<file path="src/rtl/coin_credit_encoder.sv">
// Vending machine front end: accumulates coin credit in nickels, presents it as
// a 4-bit display code, handles vend/cancel and pays change one nickel per cycle.
module coin_credit_encoder #(
    parameter int MAX_UNITS   = 12,
    parameter int PRICE_UNITS = 7
) (
    input  logic       clk,
    input  logic       reset,
    input  logic       coin_valid,
    input  logic [1:0] coin_type,
    input  logic       vend_req,
    input  logic       cancel,
    output logic       a3,
    output logic       a2,
    output logic       a1,
    output logic       a0,
    output logic       coin_reject,
    output logic       vend_ok,
    output logic       vend_deny,
    output logic       nickel_out,
    output logic       busy
);

    typedef enum logic [1:0] {
        ST_IDLE     = 2'b00,
        ST_CREDIT   = 2'b01,
        ST_DISPENSE = 2'b10,
        ST_RETURN   = 2'b11
    } state_t;

    localparam logic [4:0] MAX_C   = 5'(MAX_UNITS);
    localparam logic [3:0] PRICE_C = 4'(PRICE_UNITS);

    // Slugs carry no value; they are rejected separately by coin_is_legal.
    function automatic logic [4:0] coin_value(input logic [1:0] t);
        logic [4:0] v;
        case (t)
            2'b00:   v = 5'd1;
            2'b01:   v = 5'd2;
            2'b10:   v = 5'd5;
            default: v = 5'd0;
        endcase
        return v;
    endfunction

    function automatic logic coin_is_legal(input logic [1:0] t);
        return (t != 2'b11);
    endfunction

    state_t     state_r;
    state_t     state_next_s;
    logic [3:0] credit_r;
    logic [3:0] credit_next_s;
    logic [4:0] sum_s;
    logic       reject_r;
    logic       reject_next_s;
    logic       ok_r;
    logic       ok_next_s;
    logic       deny_r;
    logic       deny_next_s;
    logic       nickel_r;
    logic       nickel_next_s;
    logic       busy_r;
    logic       busy_next_s;

    // Next-state, next-credit and next-pulse computation.
    always_comb begin
        state_next_s  = state_r;
        credit_next_s = credit_r;
        reject_next_s = 1'b0;
        ok_next_s     = 1'b0;
        deny_next_s   = 1'b0;
        nickel_next_s = 1'b0;
        sum_s         = {1'b0, credit_r} + coin_value(coin_type);

        case (state_r)
            ST_IDLE, ST_CREDIT: begin
                if (cancel && (state_r == ST_CREDIT)) begin
                    // First nickel leaves in the same cycle RETURN is entered.
                    state_next_s  = ST_RETURN;
                    credit_next_s = credit_r - 4'd1;
                    nickel_next_s = 1'b1;
                    reject_next_s = coin_valid;
                end else if (vend_req) begin
                    if (credit_r >= PRICE_C) begin
                        state_next_s  = ST_DISPENSE;
                        credit_next_s = credit_r - PRICE_C;
                        ok_next_s     = 1'b1;
                    end else begin
                        deny_next_s = 1'b1;
                    end
                    reject_next_s = coin_valid;
                end else if (coin_valid) begin
                    if (coin_is_legal(coin_type) && (sum_s <= MAX_C)) begin
                        state_next_s  = ST_CREDIT;
                        credit_next_s = sum_s[3:0];
                    end else begin
                        reject_next_s = 1'b1;
                    end
                end else begin
                    state_next_s = state_r;
                end
            end
            ST_DISPENSE, ST_RETURN: begin
                reject_next_s = coin_valid;
                if (credit_r != 4'd0) begin
                    state_next_s  = ST_RETURN;
                    credit_next_s = credit_r - 4'd1;
                    nickel_next_s = 1'b1;
                end else begin
                    state_next_s = ST_IDLE;
                end
            end
            default: begin
                state_next_s  = ST_IDLE;
                credit_next_s = 4'd0;
            end
        endcase

        busy_next_s = (state_next_s == ST_DISPENSE) || (state_next_s == ST_RETURN);
    end

    // State, credit and output pulse registers.
    always_ff @(posedge clk or posedge reset) begin
        if (reset) begin
            state_r  <= ST_IDLE;
            credit_r <= 4'd0;
            reject_r <= 1'b0;
            ok_r     <= 1'b0;
            deny_r   <= 1'b0;
            nickel_r <= 1'b0;
            busy_r   <= 1'b0;
        end else begin
            state_r  <= state_next_s;
            credit_r <= credit_next_s;
            reject_r <= reject_next_s;
            ok_r     <= ok_next_s;
            deny_r   <= deny_next_s;
            nickel_r <= nickel_next_s;
            busy_r   <= busy_next_s;
        end
    end

    assign {a3, a2, a1, a0} = credit_r;
    assign coin_reject      = reject_r;
    assign vend_ok          = ok_r;
    assign vend_deny        = deny_r;
    assign nickel_out       = nickel_r;
    assign busy             = busy_r;

endmodule

</file>
<file path="config.mk">
export PLATFORM = sky130hd
export DESIGN_NAME = coin_credit_encoder
export DESIGN_NICKNAME = d
export VERILOG_FILES = /design/src/rtl/coin_credit_encoder.sv
export SDC_FILE = /design/constraint.sdc
export NUM_CORES = 1
export LEC_CHECK = 0
export BUFFER_PORTS_ARGS = -buffer_cell sky130_fd_sc_hd__buf_2
export CORE_MARGIN = 1.5
export CORE_UTILIZATION = 53
export CTS_CLUSTER_DIAMETER = 80
export CTS_CLUSTER_SIZE = 12
export DETAILED_ROUTE_END_ITERATION = 7
export MAX_ROUTING_LAYER = met4
export PLACE_DENSITY = 0.83
export SYNTH_ARGS = -nofsm -noshare
export SYNTH_HDL_FRONTEND = slang
export SYNTH_SLANG_ARGS = --single-unit
</file>
<file path="constraint.sdc">
create_clock -name clk -period 2.5 [get_ports clk]
set_input_delay 0.125 -clock clk [delete_from_list [all_inputs] [get_ports clk]]
set_output_delay 0.125 -clock clk [all_outputs]
set_load 0.005 [all_outputs]
</file>
# Word level (Yosys, flattened, before mapping)
# Index checks and enable logic that the tools add are counted.
[word_totals]
ff_bits = 11
output_inout_bits = 9
[op_classes]
add_sub_neg = 3
n_lt_le_gt_ge = 2
eq_ne = 12
mux = 31
reduce_logical = 9
[ops]
columns = ["op", "count"]
rows = [
  ["$mux 4", 6],
  ["$mux 1", 14],
  ["$mux 2", 6],
  ["$ne 4x4->1 const B", 3],
  ["$eq 2x2->1 const B", 5],
  ["$pmux 3 s3", 1],
  ["$pmux 4 s2", 1],
  ["$add 4x5->5", 1],
  ["$le 5x4->1 const B", 1],
  ["$eq 2x1->1 const B", 2],
  ["$ge 4x3->1 const B", 1],
  ["$logic_not 2->1", 2],
  ["$ne 2x2->1 const B", 2],
  ["$pmux 1 s2", 2],
  ["$pmux 2 s2", 1],
  ["$reduce_and 4->1", 1],
  ["$reduce_bool 4->1", 1],
  ["$reduce_or 2->1", 2],
  ["$sub 4x1->4 const B", 1],
  ["$sub 4x3->4 const B", 1],
  ["$logic_and 1x1->1", 2],
  ["$logic_or 1x1->1", 1],
]

# Logic depth before layout (Yosys ltp)
# Gate-level depths: netlist of run 1.
[logic_depth]
word_depth = 12
ltp_mapped = 9

# Worst setup path before layout of run 1
# Ideal clock, no wire load.
[synth_timing]
path_kind = "register to register"
startpoint = "reg credit_r[0]"
endpoint = "reg credit_r[1]"
setup_time_ns = 0.079
t_arrival_ns = 2.037
required_time_ns = 2.421
slack_ns = 0.384
stages_incl_launch_ff = 9
n_path_buf = 0
synth_period_minus_slack_ns = 2.116
cell_sequence = "dfrtp_1 -> ha_1 -> inv_1 -> fa_1 -> xnor2_4 -> o21ai_2 -> o311a_4 -> nor2_4 -> mux2i_1"
[synth_between]
elab_chain_cells = 6
[synth_rtl]
columns = ["element", "line_no", "rtl"]
rows = [
  ["from (decl)", "52", "logic [3:0] credit_r;"],
  ["from (signal assigned)", "135", "credit_r <= credit_next_s;"],
  ["parallel branches: the longest is 6 deep, another holds $add 4x5->5", "--", ""],
]
# Parallel ways; which one is timed is not known. The select of a mux whose other input is x is not followed.
# A chain may end at the register's enable or synchronous reset.

# Worst setup path in the final report of run 1
[layout_timing]
startpoint = "reg credit_r[0]"
endpoint = "reg credit_r[2]"
# The elaborated chain is that of the path after synthesis.

==> results.md, run 1 <==
- The flow ran to the end, and the final reports show no timing, DRC or antenna violations.
- After the first detailed-routing iteration, the DRC count stood at 12.
- Port buffering added 15 buffers.
- The count of unique library cells instantiated by Yosys is 39.
- For this design the static power due to leakage is 0.000436 uW.
- In this run the number of H-tree levels came out at 1.
- The initialized floorplan defines 14 standard-cell rows.
- The die is 43.2 um tall.
- The worst setup path is launched from a flop.
- The post-route cell area is 966 um^2.
- Clock-pin slew was measured on the worst setup and hold paths at 60 ps.
- The total iterations of the first detailed-routing run is 4.
- The region available for standard cell placement spans 1510 um^2.
- For this run, the share of the core covered by cells in the final layout is 0.641.
- The via count of the first global-routing pass is 622.
- The routability congestion estimate from global placement is 0.931.
- TritonCTS built the clock tree.
- In this run, post-CTS repair resized a total of 0 instances.
- Of the post-synthesis cell area, the dominant cell type holds 0.321.
- In this run, synthesis inferred 0 flip-flops with an integrated enable.
- After detailed routing, the number of vias per cell comes to 5.93.
- Sorting the synthesized cells by area gives the leading types as sky130_fd_sc_hd__dfrtp_1 (32%), sky130_fd_sc_hd__ha_1 (7.3%), sky130_fd_sc_hd__mux2i_1 (3.5%), sky130_fd_sc_hd__inv_1 (3.5%), sky130_fd_sc_hd__xnor2_4 (3.2%).
- The clock net sink count is 11.
- The total power density per cell area is 1140 nW/um^2.
- The worst hold path begins at coin_valid.
- The synthesized design spends more area on one cell type than any other, namely sky130_fd_sc_hd__dfrtp_1.
- The area of the multi-input gates is 522 um^2.
- The number of hold-slack violations in the final timing report is 0.
- In the synthesized netlist the dominant register cell turns out to be sky130_fd_sc_hd__dfrtp_1.
- 0 antenna diodes ended up in the layout.
- The ratio of final minimum period to clock period is 0.899.
- The layout filler cell count is 119.
- The first-pass GRT wire length is 2820 um.
- The count of synthesis-stage warnings from yosys is 0.
- Sorting the synthesized cells by how often they occur yields sky130_fd_sc_hd__dfrtp_1 (11), sky130_fd_sc_hd__inv_1 (8), sky130_fd_sc_hd__ha_1 (5), sky130_fd_sc_hd__nand3_1 (5).
- The worst hold path was traced through 2 stages.
- The sum of routed wire length over all layers is 1670 um.
- The initial antenna violation count is 0.
- The maximum buffer depth of the clock tree is 2.
- Measured in cells, the most critical reg-to-reg path has a length of 8.
- The effective utilization at floorplan is 0.570.
- The floorplan step defined a die boundary enclosing 1870 um^2.
- The post-detailed-placement half-perimeter wirelength is 1300 um.
- The worst setup path is captured at a flop.
- The required time reported for the critical path endpoint is 2690 ps.
- The final antenna-violating net count is 0.
- The peak fanout along the critical path is 7.
- CTS placed an instance of sky130_fd_sc_hd__clkbuf_4 at the clock tree root.
- The clock skew after layout is 1.17 ps.
- The clock insertion delay at the later pin of the skew report is 260 ps.
- The worst register-to-register path ends at credit_r[2].
- In this run the horizontal extent of the chip is 43.2 um.
- The peak ir drop on the vdd network is 735 uV.
- Summed over all failing endpoints, the final setup total negative slack is 0 ps.
- The sequential cell area fraction in the yosys report is 0.321.
- Setup repair after global routing left no endpoint under its margin.
- The fmax is 445 MHz.
- Entering global routing, the biggest net connects 16 pins.
- The synthesized instance count is 85.
- The total congestion overflow is 0.
- In the final layout, the share of cells above drive strength 1 is 0.304.
- The class of the most critical setup path is reg2reg.
- The post-place instance area is 930 um^2.
- The tool flagged a number of max-cap violations equal to 0.
- By instance count, the leading cell after synthesis is sky130_fd_sc_hd__dfrtp_1.
- The hold path endpoint is coin_reject.
- The worst pin sits at a relative slew slack of 0.719.
- The net count of the finished layout is 116.
- Data on the critical path arrives at its endpoint at 2440 ps.
- In this run, synthesis produced a sequential element count of 11.
- The minimum period implied by the final worst setup slack is 2250 ps.
- In this run the critical register-to-register path is launched from credit_r[0].
- The total count of max-transition violations in the final report is 0.
- The cell area that synthesis handed to floorplanning was 858 um^2.
- The area taken by flip-flops and latches is 275 um^2.
- After detailed routing, the number of remaining DRC violations is 0.
- From synthesis to final layout, the design area changed by 12.5%.
- Synthesis produced a netlist with a net count of 98.
- Dividing the detail-routed wire length by the instance count gives 14.1 um.
- The average instance in the mapped netlist occupies 10.1 um^2.
- The worst hold path belongs to the class in2reg.
- For the pin with the worst max-slew slack, the measured transition is 421 ps.
- In the global route stage, overall resource usage came out at 0.214.
- The reg2reg setup slack is 250 ps.
- The final count of negative-setup-slack endpoints is 0.
- Detailed routing inserted a total of 700 vias.
- The share of async-settable or async-resettable flops after synthesis is 1.00.
- In this run, CTS created clock tree buffers numbering 3.
- In this run the count of I/O pins placed on the die edge is 16.
## registers in the layout (all words and copies together) (netlist names)
signal	count
vend_ok	1
credit_r	4
state_r	2
vend_deny	1
busy	1
coin_reject	1
nickel_out	1
## what timing repair did
item                                    CTS  global route
endpoints found under the setup margin    0             0
buffers inserted                          0             0
endpoints found under the hold margin    11             0
hold buffers                              1             0
## cell families after synthesis
kind of cell    share of synthesized area
compound gates                      0.268
xor+xnor                           0.0423
fa+ha+maj                          0.0962
buf+inv                            0.0714
flops                               0.321
mux                                0.0350
simple gates                        0.166
## power by group
group / internal, uW / total (uW) / switching [uW]
logic: 307 / 672 / 365
registers: 236 / 315 / 78.6
clock network: 61.7 / 117 / 55.4
total: 605 / 1100 / 498
## metal layers
layer | routed length (um) | share of wire | GRT usage
met1 | 822 | 0.49 | 0.296
met2 | 758 | 0.45 | 0.304
met3 | 79 | 0.047 | 0.0681
met4 | 10 | 0.0060 | 0.0545
met5 | 0 | 0 | -
## final cells by class
type / instances / share of cell area
sequential: 11 / 0.285
tap: 16 / 0.0207
multi-input combinational: 62 / 0.540
inverter: 8 / 0.0311
timing repair buffer: 17 / 0.0959
clock buffer: 4 / 0.0272
## layout by cell type (no fill, tap or decap), types with 2 or more instances in the layout
cell type                   n
sky130_fd_sc_hd__nand2b_1   3
sky130_fd_sc_hd__a211oi_1   2
sky130_fd_sc_hd__inv_1      8
sky130_fd_sc_hd__nor2_1     4
sky130_fd_sc_hd__nand3_1    5
sky130_fd_sc_hd__clkbuf_4   3
sky130_fd_sc_hd__o21ai_0    4
sky130_fd_sc_hd__ha_1       5
sky130_fd_sc_hd__o21ai_2    2
sky130_fd_sc_hd__and3_1     3
sky130_fd_sc_hd__a21oi_1    4
sky130_fd_sc_hd__mux2i_1    3
sky130_fd_sc_hd__dfrtp_1   11
sky130_fd_sc_hd__nand2_1    3
sky130_fd_sc_hd__a21oi_2    2
sky130_fd_sc_hd__buf_2     15
## through the flow
step,hold slack [ps],total power [uW],setup slack [ps],instances
after global routing,70.5,1200,104,118
after CTS,72.0,1110,222,118
final,77.8,1100,252,118
after floorplan,-22.6,859,384,85
after detailed placement,129,982,265,113
after global placement,125,974,325,113
## critical path, stage by stage (launching register included)
cell                      delay (ps)
sky130_fd_sc_hd__dfrtp_1         450
sky130_fd_sc_hd__ha_1            230
sky130_fd_sc_hd__inv_1            60
sky130_fd_sc_hd__fa_1            460
sky130_fd_sc_hd__xnor2_4         180
sky130_fd_sc_hd__o21ai_2         100
sky130_fd_sc_hd__o311a_4         400
sky130_fd_sc_hd__nor2_4          110
sky130_fd_sc_hd__mux2i_1         190
## worst max path at each step
stage                           start     endpoint  slack [ps]  cells past startpoint
after floorplan           credit_r[0]  credit_r[1]         380                      8
after global placement    credit_r[0]  credit_r[2]         320                      8
after detailed placement  credit_r[0]  credit_r[2]         270                      8
after CTS                 credit_r[0]  credit_r[2]         220                      8
after global routing      credit_r[0]  credit_r[0]         100                      8
final                     credit_r[0]  credit_r[2]         250                      8
Power figures use the tool's default switching activity.
==> run 2, diff against run 1 <==
--- a/config.mk
+++ b/config.mk
@@ -7,12 +7,13 @@
 export LEC_CHECK = 0
 export BUFFER_PORTS_ARGS = -buffer_cell sky130_fd_sc_hd__buf_2
 export CORE_MARGIN = 1.5
-export CORE_UTILIZATION = 53
+export CORE_UTILIZATION = 48
+export CTS_BUF_LIST = sky130_fd_sc_hd__clkbuf_8 sky130_fd_sc_hd__clkbuf_16
 export CTS_CLUSTER_DIAMETER = 80
 export CTS_CLUSTER_SIZE = 12
 export DETAILED_ROUTE_END_ITERATION = 7
 export MAX_ROUTING_LAYER = met4
-export PLACE_DENSITY = 0.83
+export PLACE_DENSITY = 0.79
 export SYNTH_ARGS = -nofsm -noshare
 export SYNTH_HDL_FRONTEND = slang
 export SYNTH_SLANG_ARGS = --single-unit
==> constraint.sdc (replaced) <==
create_clock -name clk -period 1.9 [get_ports clk]
set_input_delay 0.095 -clock clk [delete_from_list [all_inputs] [get_ports clk]]
set_output_delay 0.095 -clock clk [all_outputs]
set_load 0.005 [all_outputs]
==> run 2 against run 1 <==
Against the previous run: the flow now finishes with violations (setup timing); flip-flop and latch count unchanged; cell count rose by 16%; global-route usage rose by 1.8 points; hold slack improved by 11 ps; power grew 65%; register-to-register slack got worse by 320 ps; count of clock-buffer cells in the layout decreased by 1.
==> results.md, run 2 (synthesis gave the netlist of run 1 again) <==
- Buffers added to address setup during post-CTS repair amount to 0.
- The floorplan has 15 rows.
- The count of vias placed by the detailed router is 747.
- The pin slew with the least headroom to its limit is 445 ps.
- The setup slack of the critical path after layout is -70.0 ps.
- The number of buffers created by CTS is 3.
- By startpoint and endpoint, the worst setup path is classified as reg2reg.
- The worst reg2reg path endpoint is credit_r[1].
- In this run the power density over the cells is 1650 nW/um^2.
- The via count of the first global-routing pass was 695.
- The buffer type at the clock tree root is sky130_fd_sc_hd__clkbuf_8.
- Compared with the post-synthesis result, the final layout area differs by 28.4%.
- The number of flip-flops under the largest register name is 4.
- The number of I/O pins is 16.
- Using the TritonRoute via totals, the vias-per-cell ratio works out to 5.45.
- The total count of max-transition violations in the final report came to 0.
- The peak fanout along the critical path is 3.
- The routed wire length per instance is 14.5 um.
- The total congestion overflow is 0.
- The commonest non-fill, non-tap cell in the layout is sky130_fd_sc_hd__buf_2.
- The number of hold-slack violations in the final timing report is 0.
- The post-route core utilization is 0.645.
- The residual DRC count is 0.
- The worst register-to-register path has a depth of 8.
- The first routing iteration left 21 violations.
- The worst register-to-register path begins at credit_r[0].
- The routability congestion estimate from global placement is 0.931.
- The arrival time at the worst endpoint is 2140 ps.
- The flow ran to the end, but the final reports show violations.
- The first global-routing pass estimated 3230 um of wire.
- The chip width is 45.3 um.
- The worst hold path class is in2reg.
- The core region is 1710 um^2.
- The count of buffers added on input and output ports is 15.
- Subtracting the final worst setup slack from the clock period gives 1970 ps.
- For the worst setup path, the data required time is 2070 ps.
- Setup repair after global routing could not meet its margin everywhere.
- The clock skew after layout is 5.08 ps.
- The final antenna-violating net count is 0.
- For this run, the detailed router's first-pass iteration total came to 4.
- The maximum buffer depth of the clock tree is 2.
- In the layout the commonest cells are sky130_fd_sc_hd__buf_2 (15), sky130_fd_sc_hd__dfrtp_1 (11), sky130_fd_sc_hd__buf_4 (11).
- The TritonCTS clock tree is built.
- The fmax is 508 MHz.
- The layout filler cell count is 135.
- The layout cell share with drive strength beyond 1 is 0.411.
- For this run, the total global-route usage over all layers was measured as 0.232.
- The die covers 2050 um^2.
- In the final design database the tool counted 126 nets.
- The worst setup path is launched from a flop.
- The relative slew slack is 0.703.
- Entering global routing, the biggest net connects 12 pins.
- The checks that failed: setup timing.
- Across the VDD grid, the largest voltage drop is 874 uV.
- The tool flagged a number of max-cap violations equal to 0.
- The leakage power of the design is 0.000497 uW.
- The initial antenna violation count was 0.
- Counting flops per register, the top entry is credit_r.
- The cell depth of the worst hold path is 2.
- The path with the worst hold slack has its endpoint at coin_reject.
- The clock-pin slew on the worst setup and hold paths is 50 ps.
- The clock insertion delay at the later pin of the skew report is 250 ps.
- For this block, the routed nets add up to 1980 um of wire.
- The final count of negative-setup-slack endpoints is 4.
- In the finished design, the share of the clock period the worst path needs comes to 1.04.
- The initial utilization of the core area, before any placement, comes to 0.503.
- The worst hold path begins at coin_valid.
- The largest registers in the layout are credit_r: 4 flops, state_r: 2 flops.
- The die span in y is 45.3 um.
- The H-tree depth reported by CTS is 1.
- The total power is 1820 uW.
- For this design, the sink count on the clock tree is 11.
- The repair_antennas step left the layout with diodes totalling 0.
- Summed over all nets, the half-perimeter wirelength after detailed placement is 1500 um.
- The reg2reg setup slack is -70 ps.
- The capturing element type of the critical path is a flop.
[run 2: cell count changes in the layout (fill, tap and decap cells not counted), moves of 2 or more]
| cell | before | now |
|---|---|---|
| sky130_fd_sc_hd__clkbuf_8 | 0 | 3 |
| sky130_fd_sc_hd__inv_2 | 0 | 3 |
| sky130_fd_sc_hd__buf_4 | 1 | 11 |
| sky130_fd_sc_hd__inv_1 | 8 | 6 |
| sky130_fd_sc_hd__clkbuf_4 | 3 | 0 |
[run 2: through the flow]
| stage | cells | hold slack (ps) | cell area (um^2) | setup TNS [ps] | setup WS (ps) |
|---|---|---|---|---|---|
| 6_report | 137 | 88.7 | 1100 | -205 | -70.0 |
| 5_1_grt | 137 | 87.5 | 1100 | -521 | -142 |
| 4_1_cts | 137 | 83.1 | 1090 | -257 | -81.7 |
| 3_5_place_dp | 132 | 119 | 1020 | -421 | -129 |
| 3_3_place_gp | 132 | 106 | 1020 | -181 | -75.2 |
| 2_1_floorplan | 85 | -52.6 | 863 | -457 | -120 |
[run 2: metal layers]
| metal | track usage | up-vias | share of wire |
|---|---|---|---|
| met1 | 0.285 | 366 | 0.44 |
| met3 | 0.0840 | 3 | 0.048 |
| met4 | 0.0471 | 0 | 0.0081 |
| li1 | - | 359 | - |
| met5 | - | - | 0 |
| met2 | 0.366 | 19 | 0.50 |
[run 2: worst max path at each step]
| stage | end | start | cells after the start |
|---|---|---|---|
| final | credit_r[1] | credit_r[0] | 8 |
| after global routing | credit_r[1] | credit_r[0] | 8 |
| after CTS | credit_r[1] | credit_r[0] | 8 |
| after detailed placement | credit_r[0] | credit_r[0] | 8 |
| after global placement | credit_r[0] | credit_r[0] | 8 |
| after floorplan | credit_r[1] | credit_r[0] | 8 |
[run 2: cell type report]
cell class              count  area, um^2  share of cell area
clock buffers               3        41.3              0.0375
clock inverters             1        3.75             0.00341
inverters                   8        30.0              0.0272
multi-input cells          62         553               0.502
flip-flops and latches     11         275               0.250
well taps                  25        31.3              0.0284
repair buffers             27         168               0.152
[run 2: what timing repair did]
| action | 4_1_cts | 5_1_grt |
|---|---|---|
| hold buffers | 1 | 0 |
| gates resized for setup | 4 | 1 |
| endpoints found under the setup margin | 5 | 5 |
| endpoints found under the hold margin | 11 | 0 |
| pin swaps | 2 | 3 |
| gates cloned | 0 | 0 |
[run 2: report_power, final]
group / total (uW) / internal [uW] / switching [uW]
sequential: 394 / 312 / 81.8
clock: 238 / 142 / 95.2
combinational: 1190 / 586 / 606
[run 2: worst max-delay path, stage by stage, from the launching register on]
cell and delay, ps:
sky130_fd_sc_hd__dfrtp_1 400, sky130_fd_sc_hd__ha_4 170, sky130_fd_sc_hd__inv_2 40, sky130_fd_sc_hd__fa_2 450
sky130_fd_sc_hd__inv_2 110, sky130_fd_sc_hd__o21ai_4 70, sky130_fd_sc_hd__o311a_4 340, sky130_fd_sc_hd__nor2_4 110
sky130_fd_sc_hd__mux2i_1 190
==> run 3, diff against run 2 <==
==> config.mk (replaced) <==
export PLATFORM = sky130hd
export DESIGN_NAME = coin_credit_encoder
export DESIGN_NICKNAME = d
export VERILOG_FILES = /design/src/rtl/coin_credit_encoder.sv
export SDC_FILE = /design/constraint.sdc
export NUM_CORES = 1
export LEC_CHECK = 0
export CAP_MARGIN = 20
export CORE_MARGIN = 1.5
export CORE_UTILIZATION = 54
export CTS_BUF_LIST = sky130_fd_sc_hd__clkbuf_8 sky130_fd_sc_hd__clkbuf_16
export CTS_CLUSTER_DIAMETER = 80
export CTS_CLUSTER_SIZE = 12
export DETAILED_ROUTE_END_ITERATION = 7
export DONT_BUFFER_PORTS = 1
export MAX_ROUTING_LAYER = met4
export PLACE_DENSITY = 0.78
export SYNTH_ARGS = -nofsm -noshare
export SYNTH_HDL_FRONTEND = slang
export SYNTH_SLANG_ARGS = --single-unit
==> run 3 against run 2 <==
Against the previous run: the flow still finishes with violations (setup timing); critical path depth did not move; hold slack worse by 82 ps; largest cell class unchanged; global-route usage rose by 1.5 points; first-iteration DRC count fell by 52%; flip-flop and latch count did not move; critical path type unchanged; critical endpoint is now credit_r[2]; highest routed layer unchanged; via count fell by 5.6%.
==> results.md, run 3 (synthesis gave the netlist of run 1 again) <==
- Data arrives at the worst endpoint at 2130 ps.
- The layout filler cell count is 110.
- The number of antenna diodes in the final layout is 0.
- The tree is rooted in a sky130_fd_sc_hd__clkbuf_8.
- Buffers inserted during clock tree synthesis total 3.
- The largest registers in the layout are credit_r: 4 flops, state_r: 2 flops.
- The chip width is 42.9 um.
- TritonCTS built the clock tree.
- Summed over all layers, the routed wires come to 1980 um.
- The required time reported for the critical path endpoint is 2070 ps.
- The register with the most flip-flops in the final layout is credit_r.
- The die is 42.9 um tall.
- The critical path goes through ha_4 > inv_2 > fa_2 > inv_2 > o21ai_4 > o311a_4 > nor2_4 > mux2i_1.
- The largest incremental delay on the critical path is 450 ps.
- The number of cell rows is 14.
- The routability congestion estimate from global placement is 0.860.
- The count of nets left with antenna violations once routing finished came out at 0.
- Setup repair after global routing could not meet its margin everywhere.
- The residual DRC count is 0.
- After detailed routing, the average wire length per cell comes to 17.4 um.
- The cell depth of the worst flop-to-flop path is 8.
- The critical register-to-register path startpoint is credit_r[0].
- Summed over all cells, the static leakage comes to 0.000440 uW.
- The die covers 1840 um^2.
- Setup violations remaining at the end of the flow were counted as 4.
- The final reports fail on setup timing.
- The most critical setup path has its endpoint at credit_r[2].
- The endpoint identified for the worst register-to-register timing path is credit_r[2].
- The run finished, with violations left.
- Entering global routing, the biggest net connects 16 pins.
- In this run the worst hold path is classified as in2reg.
- The largest individual stage delay along the critical path comes from the cell sky130_fd_sc_hd__fa_2.
- The area growth from synthesis to layout is 18.7%.
- The critical path launch point type is a flop.
- The net count of the finished layout is 112.
- Across every metal layer, demand over resource in global routing totals 0.247.
- The number of hold-slack violations in the final timing report was 0.
- The layout cell share with drive strength beyond 1 is 0.316.
- Headroom to the max-slew limit came out at 0.714.
- Counting I/O delays and the setup requirement, the final critical path takes 1960 ps.
- Once routing completed, OpenROAD measured the worst setup slack at -61.0 ps.
- The number of I/O pins is 16.
- For the worst-skew pair, the clock arrives at the later sink with an insertion delay of 240 ps.
- For this configuration, the core starts out at a cell density of 0.576.
- The clock skew after layout is 1.88 ps.
- The register with the most flip-flops in the layout has 4 of them.
- By startpoint and endpoint, the worst setup path is classified as reg2reg.
- The setup check on the worst reg-to-reg path leaves a slack of -60 ps.
- After floorplanning, the core was sized to cover 1490 um^2.
- The total count of max-transition violations in the final report is 0.
- In the layout the commonest cells are sky130_fd_sc_hd__dfrtp_1 (11), sky130_fd_sc_hd__buf_4 (11), sky130_fd_sc_hd__inv_1 (6).
- For the pin with the worst max-slew slack, the measured transition is 428 ps.
- The maximum buffer depth of the clock tree is 2.
- Derived from the worst setup path, the maximum achievable clock frequency is 510 MHz.
- The final total negative setup slack is -200 ps.
- The peak ir drop on the vdd network is 889 uV.
- The clock-pin slew on the worst setup and hold paths is 50 ps.
- The capturing element type of the critical path is a flop.
- The total congestion overflow is 0.
- Tracing the worst setup path back leads to its startpoint at credit_r[0].
- The detailed router finished its first iteration with 10 violations.
- In this design, the critical path's most frequently occurring cell is sky130_fd_sc_hd__inv_2.
- Of the available clock period, the critical path in the final layout requires 1.03.
- The first-pass GRT wire length is 3220 um.
- CTS built an H-tree with a depth of 1.
- Along the worst path, the maximum fanout reaches 3.
- The tool flagged a number of max-cap violations equal to 0.
- Using the TritonRoute via totals, the vias-per-cell ratio works out to 6.18.
- The pre-CTS worst setup slack is -124 ps.
- The initial antenna violation count is 0.
- Before antenna repair, the detailed router went through 4 iterations.
- During placement, the flow inserted port buffers numbering 0.
- The count of vias placed by the detailed router is 705.
- The post-detailed-placement half-perimeter wirelength is 1420 um.
- The clock net sink count is 11.
- Power spread over the standard cell area amounts to 1720 nW/um^2.
- The via count of the first global-routing pass came to 695.
## run 3: cell count changes in the layout (fill, tap and decap cells not counted), sizes merged
cell	previous run	this run
dlygate4sd3	1	2
buf	26	11
clkinv	0	1
inv	9	8
## run 3: stage by stage
step                      utilization  total power [uW]  instance area (um^2)  cells  hold WS, ps
after floorplan                     -              1140                   863     85        -52.6
after global placement          0.623              1400                   927    107        -3.26
after detailed placement        0.623              1430                   927    107         4.94
after CTS                       0.679              1720                  1010    114         1.71
after global routing            0.684              1870                  1020    114         11.0
final                           0.684              1760                  1020    114         6.34
## run 3: per-layer routing
metal	GRT usage	vias to the layer above	wire length, um
met5	-	-	0
met4	0.100	0	21
met3	0.0809	4	131
met2	0.361	24	924
met1	0.314	342	903
li1	-	335	-
## run 3: how the worst min path moves through the flow
stage             start           to  slack, ps  cells past startpoint
6_report       vend_req    vend_deny          6                      1
5_1_grt        vend_req    vend_deny         10                      1
4_1_cts        vend_req    vend_deny          2                      1
3_5_place_dp      reset  credit_r[3]          5                      1
3_3_place_gp      reset         busy         -3                      1
2_1_floorplan     reset         busy        -50                      1
## run 3: layout make-up
cell class	count	area, um^2	share of cell area
Clock inverter	1	5.00	0.00491
Multi-Input combinational cell	62	544	0.534
Tap cell	16	20.0	0.0197
Clock buffer	3	41.3	0.0405
Sequential cell	11	275	0.270
Timing Repair Buffer	13	103	0.101
Inverter	8	30.0	0.0295
## run 3: timing repair
| item | 4_1_cts | 5_1_grt |
|---|---|---|
| endpoints found under the hold margin | 12 | 0 |
| setup endpoints to repair | 5 | 5 |
| hold buffers | 2 | 0 |
| cloned | 0 | 0 |
| buffers inserted | 1 | 0 |
| gates resized for setup | 2 | 1 |
| pin swaps | 3 | 1 |
## run 3: power breakdown
group          leakage [uW]  total [uW]  switching, uW  internal, uW
combinational      0.000291        1120            579           542
clock             0.0000255         242           96.9           145
sequential         0.000124         394           81.5           312
## run 3: critical path, delay by kind of cell, from the launching register on
| kind | cells | cell delay [ps] |
|---|---|---|
| and+or+nand+nor | 1 | 110 |
| adders and majority gates | 2 | 630 |
| buffers and inverters | 2 | 160 |
| AOI/OAI and AO/OA | 2 | 400 |
| muxes | 1 | 190 |
| DFF | 1 | 400 |
